===== config.mk =====
export PLATFORM = sky130hd
export DESIGN_NAME = vector_scalar_reduce
export DESIGN_NICKNAME = d
export VERILOG_FILES = /design/src/rtl/vector_reduce_pkg.sv /design/src/rtl/reduce_tree_level.sv /design/src/rtl/vector_scalar_reduce.sv
export SDC_FILE = /design/constraint.sdc
export NUM_CORES = 2
export LEC_CHECK = 0
export CORE_MARGIN = 4
export CORE_UTILIZATION = 40
export DETAILED_ROUTE_END_ITERATION = 7
export PLACE_DENSITY = 0.67
export SYNTH_ARGS = -nofsm -noshare
export SYNTH_HDL_FRONTEND = slang
export SYNTH_SLANG_ARGS = --single-unit

===== constraint.sdc =====
create_clock -name clk -period 61.4 [get_ports clk]
set_input_delay 12.28 -clock clk [delete_from_list [all_inputs] [get_ports clk]]
set_output_delay 12.28 -clock clk [all_outputs]
set_load 0.005 [all_outputs]

===== src/rtl/vector_reduce_pkg.sv =====
// Shared opcode constants, the decoded operation kind and the sideband bundle
// that travels alongside each beat through the reduction pipeline.
package vector_reduce_pkg;

    localparam logic [7:0] OP_PASS = 8'd0;
    localparam logic [7:0] OP_SUM  = 8'd1;
    localparam logic [7:0] OP_MAX  = 8'd2;

    // Widest chain id the bundle can carry; narrower ids are zero-extended.
    localparam int SB_CHAIN_W = 8;

    typedef enum logic [1:0] {
        KIND_PASS = 2'd0,
        KIND_SUM  = 2'd1,
        KIND_MAX  = 2'd2
    } op_kind_e;

    typedef struct packed {
        logic                  valid;
        logic [1:0]            eof;
        logic [1:0]            bof;
        logic [SB_CHAIN_W-1:0] chain_id;
        op_kind_e              op;
    } sideband_t;

    localparam int SB_WIDTH = $bits(sideband_t);

    // Unknown firmware opcodes fall back to pass-through.
    function automatic op_kind_e decode_op(input logic [7:0] op);
        case (op)
            OP_SUM:  return KIND_SUM;
            OP_MAX:  return KIND_MAX;
            default: return KIND_PASS;
        endcase
    endfunction

endpackage


===== src/rtl/reduce_tree_level.sv =====
// One registered pairwise level of the reduction tree: halves the lane count
// with either an add or an unsigned compare-select, carrying sideband along.
module reduce_tree_level #(
    parameter int IN_LANES   = 8,
    parameter int DATA_WIDTH = 32,
    parameter int SB_WIDTH   = 15
) (
    input  logic                                  clk,
    input  logic                                  reset,
    input  logic                                  i_is_max,
    input  logic [IN_LANES*DATA_WIDTH-1:0]        i_lanes,
    input  logic [SB_WIDTH-1:0]                   i_sb,
    output logic [(IN_LANES/2)*DATA_WIDTH-1:0]    o_lanes,
    output logic [SB_WIDTH-1:0]                   o_sb
);

    localparam int OUT_LANES = IN_LANES / 2;
    localparam int DW        = DATA_WIDTH;

    logic [OUT_LANES*DW-1:0] w_next;
    logic [OUT_LANES*DW-1:0] r_lanes;
    logic [SB_WIDTH-1:0]     r_sb;

    genvar gi;
    generate
        for (gi = 0; gi < OUT_LANES; gi++) begin : g_pair
            logic [DW-1:0] w_a;
            logic [DW-1:0] w_b;
            assign w_a = i_lanes[(2*gi)*DW +: DW];
            assign w_b = i_lanes[(2*gi+1)*DW +: DW];
            // Strict compare keeps the lower-index lane on ties.
            assign w_next[gi*DW +: DW] = i_is_max ? ((w_b > w_a) ? w_b : w_a)
                                                  : (w_a + w_b);
        end
    endgenerate

    always_ff @(posedge clk or posedge reset) begin
        if (reset) begin
            r_lanes <= '0;
            r_sb    <= '0;
        end else begin
            r_lanes <= w_next;
            r_sb    <= i_sb;
        end
    end

    assign o_lanes = r_lanes;
    assign o_sb    = r_sb;

endmodule


===== src/rtl/vector_scalar_reduce.sv =====
// Per-chain reduction stage: passes a vector through or reduces it to a SUM/MAX
// scalar in lane 0, with the opcode chosen per beat from a firmware table.
module vector_scalar_reduce
    import vector_reduce_pkg::*;
#(
    parameter int                      N                   = 8,
    parameter int                      DATA_WIDTH          = 32,
    parameter int                      MAX_CHAINS          = 4,
    parameter logic [7:0]              PERSONAL_CONFIG_ID  = 8'd0,
    parameter logic [MAX_CHAINS*8-1:0] INITIAL_FIRMWARE_OP = '0,
    parameter int                      CHAIN_W             = (MAX_CHAINS > 1) ? $clog2(MAX_CHAINS) : 1
) (
    input  logic                       clk,
    input  logic                       reset,
    input  logic                       tracing,
    input  logic                       valid_in,
    input  logic [1:0]                 eof_in,
    input  logic [1:0]                 bof_in,
    input  logic [CHAIN_W-1:0]         chainId_in,
    input  logic [7:0]                 configId,
    input  logic [7:0]                 configData,
    input  logic [N*DATA_WIDTH-1:0]    vector_in,
    output logic [N*DATA_WIDTH-1:0]    vector_out,
    output logic                       valid_out,
    output logic [1:0]                 eof_out,
    output logic [1:0]                 bof_out,
    output logic [CHAIN_W-1:0]         chainId_out
);

    localparam int         LEVELS      = $clog2(N);
    localparam int         DW          = DATA_WIDTH;
    localparam int         TREE_W      = (2*N - 1) * DW;
    localparam logic [8:0] CHAIN_LIMIT = 9'(MAX_CHAINS);

    logic [7:0]        r_fw_op [MAX_CHAINS];
    logic [7:0]        r_cfg_cnt;

    sideband_t         w_in_sb;
    sideband_t         r_in_sb;
    logic [N*DW-1:0]   r_in_vec;
    logic [7:0]        w_in_op;

    // Lane triangle: level l occupies N>>l lanes starting at lane 2N - 2*(N>>l).
    logic [TREE_W-1:0] w_tree;
    sideband_t         w_sb [LEVELS+1];
    logic [N*DW-1:0]   r_pass [LEVELS];
    logic              r_tracing_out;
    logic [DW-1:0]     w_out_lane;

    always_ff @(posedge clk or posedge reset) begin
        if (reset) begin
            for (int k = 0; k < MAX_CHAINS; k++) begin
                r_fw_op[k] <= INITIAL_FIRMWARE_OP[k*8 +: 8];
            end
            r_cfg_cnt <= '0;
        end else if (!tracing) begin
            if (configId == PERSONAL_CONFIG_ID) begin
                if ({1'b0, r_cfg_cnt} < CHAIN_LIMIT) begin
                    r_fw_op[r_cfg_cnt[CHAIN_W-1:0]] <= configData;
                end
                r_cfg_cnt <= r_cfg_cnt + 8'd1;
            end else begin
                r_cfg_cnt <= '0;
            end
        end
    end

    // The opcode is resolved here and rides with the beat, so later firmware
    // writes never reach beats already inside the tree.
    always_comb begin
        w_in_op = OP_PASS;
        if (9'(chainId_in) < CHAIN_LIMIT) begin
            w_in_op = r_fw_op[chainId_in];
        end
        w_in_sb          = '0;
        w_in_sb.valid    = valid_in;
        w_in_sb.eof      = eof_in;
        w_in_sb.bof      = bof_in;
        w_in_sb.chain_id = SB_CHAIN_W'(chainId_in);
        w_in_sb.op       = decode_op(w_in_op);
    end

    always_ff @(posedge clk or posedge reset) begin
        if (reset) begin
            r_in_vec <= '0;
            r_in_sb  <= '0;
        end else begin
            r_in_vec <= vector_in;
            r_in_sb  <= w_in_sb;
        end
    end

    assign w_tree[0 +: N*DW] = r_in_vec;
    assign w_sb[0]           = r_in_sb;

    genvar gi;
    generate
        for (gi = 0; gi < LEVELS; gi++) begin : g_level
            localparam int IN_LANES = N >> gi;
            localparam int IN_OFF   = (2*N - 2*IN_LANES) * DW;
            localparam int OUT_OFF  = (2*N - IN_LANES) * DW;

            reduce_tree_level #(
                .IN_LANES   (IN_LANES),
                .DATA_WIDTH (DW),
                .SB_WIDTH   (SB_WIDTH)
            ) u_level (
                .clk      (clk),
                .reset    (reset),
                .i_is_max (w_sb[gi].op == KIND_MAX),
                .i_lanes  (w_tree[IN_OFF +: IN_LANES*DW]),
                .i_sb     (w_sb[gi]),
                .o_lanes  (w_tree[OUT_OFF +: (IN_LANES/2)*DW]),
                .o_sb     (w_sb[gi+1])
            );
        end
    endgenerate

    // Full vector delay line matching the tree depth, used for PASS beats.
    always_ff @(posedge clk or posedge reset) begin
        if (reset) begin
            for (int k = 0; k < LEVELS; k++) begin
                r_pass[k] <= '0;
            end
            r_tracing_out <= 1'b0;
        end else begin
            r_pass[0] <= r_in_vec;
            for (int k = 1; k < LEVELS; k++) begin
                r_pass[k] <= r_pass[k-1];
            end
            r_tracing_out <= tracing;
        end
    end

    assign w_out_lane = w_tree[(2*N - 2)*DW +: DW];

    always_comb begin
        vector_out = r_pass[LEVELS-1];
        if (w_sb[LEVELS].op != KIND_PASS) begin
            vector_out          = '0;
            vector_out[DW-1:0]  = w_out_lane;
        end
    end

    // Tracing is captured on the same edge as the final tree level, so beats
    // that emerge during config mode are dropped.
    assign valid_out   = w_sb[LEVELS].valid & r_tracing_out;
    assign eof_out     = w_sb[LEVELS].eof;
    assign bof_out     = w_sb[LEVELS].bof;
    assign chainId_out = w_sb[LEVELS].chain_id[CHAIN_W-1:0];

endmodule


==> run_summary.xml <==
<?xml version="1.0" encoding="UTF-8"?>
<metrics>
  <group name="placement">
    <metric name="finalWeightedCongestion" unit="">0.8887</metric>
    <metric name="postPlaceCellArea" unit="µm²">64570</metric>
    <metric name="place.port_buffers" unit="">544</metric>
    <metric name="place_worst_setup_slack" unit="ns">42.75</metric>
    <metric name="hpwl" unit="µm">109900</metric>
  </group>
  <group name="finish">
    <metric name="nets" unit="">6100</metric>
    <metric name="drive_above_1_share" unit="%">6.963</metric>
    <metric name="layout.cells.most_common" unit="">sky130_fd_sc_hd__dfrtp_1</metric>
    <metric name="final_cell_mix" unit="">1325 x sky130_fd_sc_hd__dfrtp_1, 544 x sky130_fd_sc_hd__clkdlybuf4s50_1, 445 x sky130_fd_sc_hd__ha_1</metric>
    <metric name="signed_area_change_from_the_synthesized_netlist_to_the_final_layout" unit="%">21.55</metric>
    <metric name="cell_area_after_layout" unit="µm²">69290</metric>
  </group>
  <group name="synthesis">
    <metric name="synth_nets" unit="">5524</metric>
    <metric name="synth_edf_count" unit="">0</metric>
    <metric name="synth_seq_cells" unit="">1325</metric>
    <metric name="synth.yosys.warnings" unit="">0</metric>
    <metric name="synthAdderAreaFrac" unit="%">10.01</metric>
    <metric name="multiplexer_share_of_the_synthesized_area" unit="%">5.674</metric>
    <metric name="post_synth_and_or_nand_nor_area_fraction" unit="%">8.990</metric>
    <metric name="syn-mean-instance-area" unit="µm²">11.90</metric>
    <metric name="yosys_most_used_dff" unit="">sky130_fd_sc_hd__dfrtp_1</metric>
    <metric name="synthDistinctLibCells" unit="">86</metric>
    <metric name="synth_compound_area_share" unit="%">10.11</metric>
    <metric name="synth-xor-area-share" unit="%">3.073</metric>
    <metric name="netlist_instances" unit="">4790</metric>
    <metric name="synth_sequential_area_ratio" unit="%">58.16</metric>
    <metric name="netlist_area" unit="µm²">57010</metric>
    <metric name="synth_top_family_by_area" unit="">compound AO/OA/AOI/OAI gates</metric>
    <metric name="async_set_or_reset_flop_fraction_in_the_synthesized_netlist" unit="%">100.0</metric>
  </group>
  <group name="clocking">
    <metric name="root_buffer" unit="">sky130_fd_sc_hd__clkbuf_16</metric>
    <metric name="clk_latency_worst_skew_pair" unit="ns">0.79</metric>
    <metric name="cts_htree_levels" unit="">4</metric>
    <metric name="postCtsHoldBufs" unit="">0</metric>
    <metric name="clock_path_buffers" unit="">3</metric>
    <metric name="cts.sink_count" unit="">1325</metric>
    <metric name="cts_setup_buffers" unit="">0</metric>
    <metric name="cts_tree" unit="">yes</metric>
    <metric name="cts_repair_resize_count" unit="">0</metric>
    <metric name="path_clk_slew" unit="ns">0.06</metric>
    <metric name="cts_made_buffers" unit="">137</metric>
  </group>
  <group name="timing">
    <metric name="fmaxAchievable" unit="MHz">57.13</metric>
    <metric name="finalSetupTns" unit="ns">0</metric>
    <metric name="final_period_minus_worst_setup_slack" unit="ns">17.50</metric>
    <metric name="slew_headroom" unit="%">15.79</metric>
    <metric name="setup_viol_count_final" unit="">0</metric>
    <metric name="layout_setup_ws" unit="ns">43.90</metric>
    <metric name="timing_hold_violations_final" unit="">0</metric>
    <metric name="clock-skew-final" unit="ns">0.03368</metric>
    <metric name="min_period_over_period" unit="%">28.51</metric>
    <metric name="grt_setup_unrepaired" unit="">no</metric>
    <metric name="report.final.slew_viol_count" unit="">0</metric>
    <metric name="worst_slew_pin_slew" unit="ns">1.263</metric>
  </group>
  <group name="drt">
    <metric name="final_wirelength" unit="µm">146400</metric>
    <metric name="drt_iter0_markers" unit="">2519</metric>
    <metric name="detailedRoute.firstPassIterationCount" unit="">5</metric>
    <metric name="via_count" unit="">36430</metric>
    <metric name="route.detailed.vias_per_inst" unit="">4.944</metric>
    <metric name="post_route_drc" unit="">0</metric>
    <metric name="post_drt_wl_per_cell" unit="µm">19.87</metric>
    <metric name="drtAntennaViolNets" unit="">0</metric>
  </group>
  <group name="power">
    <metric name="report.power.total" unit="W">0.002665</metric>
    <metric name="total_leakage_power" unit="nW">31.77</metric>
    <metric name="ir_drop" unit="mV">0.03205</metric>
    <metric name="power.density" unit="nW/µm²">38.46</metric>
  </group>
  <group name="run_status">
    <metric name="status" unit="">complete, no violations</metric>
  </group>
  <group name="worst_setup_path">
    <metric name="setup.worst_path.start_class" unit="">primary input</metric>
    <metric name="cp_data_arrival_time" unit="ns">18.26</metric>
    <metric name="r2r_cells" unit="">13</metric>
    <metric name="critPathCaptureType" unit="">asynchronous set/reset pin</metric>
    <metric name="timing.setup.critical_path_class" unit="">primary input to asynchronous set/reset pin</metric>
    <metric name="cp_data_required_time" unit="ns">62.15</metric>
    <metric name="worstPathMaxFanout" unit="">133</metric>
  </group>
  <group name="floorplan">
    <metric name="core_region_area" unit="µm²">141600</metric>
    <metric name="die_h" unit="µm">385.5</metric>
    <metric name="rows" unit="">138</metric>
    <metric name="die_x" unit="µm">385.5</metric>
    <metric name="floorplan.initialDensity" unit="%">40.26</metric>
    <metric name="design.portCount" unit="">545</metric>
    <metric name="die-area" unit="µm²">148600</metric>
  </group>
  <group name="grt">
    <metric name="grt_start_max_net_pins" unit="">134</metric>
    <metric name="globalRoute.totalOverflow" unit="">0</metric>
    <metric name="number_of_global_route_vias_before_repair" unit="">37050</metric>
    <metric name="grt_use_total" unit="%">19.73</metric>
    <metric name="grt_pass1_wl" unit="µm">223200</metric>
    <metric name="initial_antenna_violation_count" unit="">10</metric>
  </group>
  <group name="hold_path">
    <metric name="whs_path_depth" unit="">0</metric>
    <metric name="min_path_type" unit="">flop to flop</metric>
  </group>
  <group name="run">
    <metric name="drv_cap" unit="">0</metric>
  </group>
</metrics>
-- where the power goes --
part           leakage, nW  switching, W  internal [W]  total [W]
Clock                 2.28      0.000353      0.000489   0.000842
Combinational         13.9      0.000457      0.000319   0.000777
Sequential            15.5     0.0000817      0.000965    0.00105
-- cells by family (layout without fill, tap and decap cells) --
logic type | Yosys count | in the layout
buf+inv | 575 | 1257
compound gates | 924 | 924
simple gates | 1003 | 1003
fa+ha+maj | 452 | 452
flops | 1325 | 1325
xor+xnor | 200 | 200
other cells | 0 | 7
mux | 311 | 311
-- synth_stat cells (10+ instances only) --
| master | n | area share, % |
|---|---|---|
| sky130_fd_sc_hd__dfrtp_1 | 1325 | 58 |
| sky130_fd_sc_hd__ha_1 | 445 | 9.8 |
| sky130_fd_sc_hd__inv_1 | 433 | 2.9 |
| sky130_fd_sc_hd__a21oi_1 | 352 | 3.1 |
| sky130_fd_sc_hd__nor2_1 | 271 | 1.8 |
| sky130_fd_sc_hd__mux2i_1 | 232 | 4.1 |
| sky130_fd_sc_hd__and2_1 | 231 | 2.5 |
| sky130_fd_sc_hd__o21ai_0 | 197 | 1.7 |
| sky130_fd_sc_hd__nand2_1 | 166 | 1.1 |
| sky130_fd_sc_hd__xnor2_1 | 158 | 2.4 |
| sky130_fd_sc_hd__clkbuf_1 | 97 | 0.64 |
| sky130_fd_sc_hd__o21bai_1 | 91 | 1.2 |
| sky130_fd_sc_hd__mux2_2 | 77 | 1.5 |
| sky130_fd_sc_hd__nor3_1 | 61 | 0.54 |
| sky130_fd_sc_hd__nor2b_1 | 48 | 0.53 |
| sky130_fd_sc_hd__nand3_1 | 42 | 0.37 |
| sky130_fd_sc_hd__xor2_1 | 42 | 0.65 |
| sky130_fd_sc_hd__nor4_1 | 39 | 0.43 |
| sky130_fd_sc_hd__a21o_1 | 37 | 0.49 |
| sky130_fd_sc_hd__nand2b_1 | 37 | 0.41 |
| sky130_fd_sc_hd__a31oi_1 | 35 | 0.38 |
| sky130_fd_sc_hd__nand4_1 | 34 | 0.37 |
| sky130_fd_sc_hd__o211a_1 | 26 | 0.46 |
| sky130_fd_sc_hd__buf_2 | 21 | 0.18 |
| sky130_fd_sc_hd__o31ai_1 | 21 | 0.28 |
| sky130_fd_sc_hd__a211oi_1 | 16 | 0.21 |
| sky130_fd_sc_hd__or3_1 | 16 | 0.18 |
| sky130_fd_sc_hd__or4_1 | 16 | 0.21 |
| sky130_fd_sc_hd__a221oi_1 | 14 | 0.22 |
| sky130_fd_sc_hd__buf_4 | 13 | 0.17 |
| sky130_fd_sc_hd__a21boi_0 | 12 | 0.16 |
| sky130_fd_sc_hd__o22ai_1 | 12 | 0.13 |
| sky130_fd_sc_hd__o211ai_1 | 11 | 0.14 |
| sky130_fd_sc_hd__and3_1 | 10 | 0.11 |
| sky130_fd_sc_hd__or2_2 | 10 | 0.11 |
-- stage by stage --
stage	utilization [%]	hold WS [ns]	cells
2_1_floorplan	-	0.3312	4790
3_3_place_gp	45.61	0.3313	7117
3_5_place_dp	45.61	0.3347	7117
4_1_cts	48.93	0.3233	7362
5_1_grt	48.93	0.3337	7363
6_report	48.94	0.3262	7369
-- state kept, by name, indices dropped and copies added, names as in the netlist --
name                     cells
r_in_vec                   256
r_in_sb                      9
r_fw_op                     32
r_pass                     768
r_tracing_out                1
g_level.u_level.o_lanes    224
r_cfg_cnt                    8
g_level.u_level.o_sb        27
-- cell type report --
type / instances / area (µm²)
Fill cell: 12460 / 72290
Multi-Input combinational cell: 2890 / 21710
Clock buffer: 187 / 3919
Sequential cell: 1325 / 33160
Inverter: 433 / 1633
Timing Repair Buffer: 579 / 5708
Antenna cell: 7 / 17.52
Tap cell: 1890 / 2365
Clock inverter: 58 / 783.3
-- worst max-delay path: stages --
cell	delay, ns
sky130_fd_sc_hd__clkdlybuf4s50_1	0.49
sky130_fd_sc_hd__inv_8	0.58
sky130_fd_sc_hd__buf_4	0.66
sky130_fd_sc_hd__buf_4	0.66
sky130_fd_sc_hd__buf_4	0.77
sky130_fd_sc_hd__buf_4	0.70
sky130_fd_sc_hd__buf_4	0.91
sky130_fd_sc_hd__buf_4	0.91
-- worst paths after layout --
kind / from / endpoint / slack, ns
setup / recovery: reset / r_pass[153] / 43.90
hold / removal: r_pass[323] / r_pass[67] / 0.33
setup reg to reg: g_level[0].u_level.o_lanes[12] / g_level[1].u_level.o_lanes[17] / 57.08
hold reg to reg: r_pass[323] / r_pass[67] / 0.33
max in group clk: g_level[2].u_level.o_sb[1] / vector_out[15] / 45.94
min in group asynchronous: reset / g_level[2].u_level.o_sb[11] / 12.06
-- metal layers --
layer  routed length, µm  up-vias  track usage [%]
met1               66530    18040            27.32
met5                  13        -                0
met4                3131        2            5.164
met3                7044      181            3.579
li1                    -    17360                -
met2               69700      851            32.14
Power figures use the tool's default switching activity.
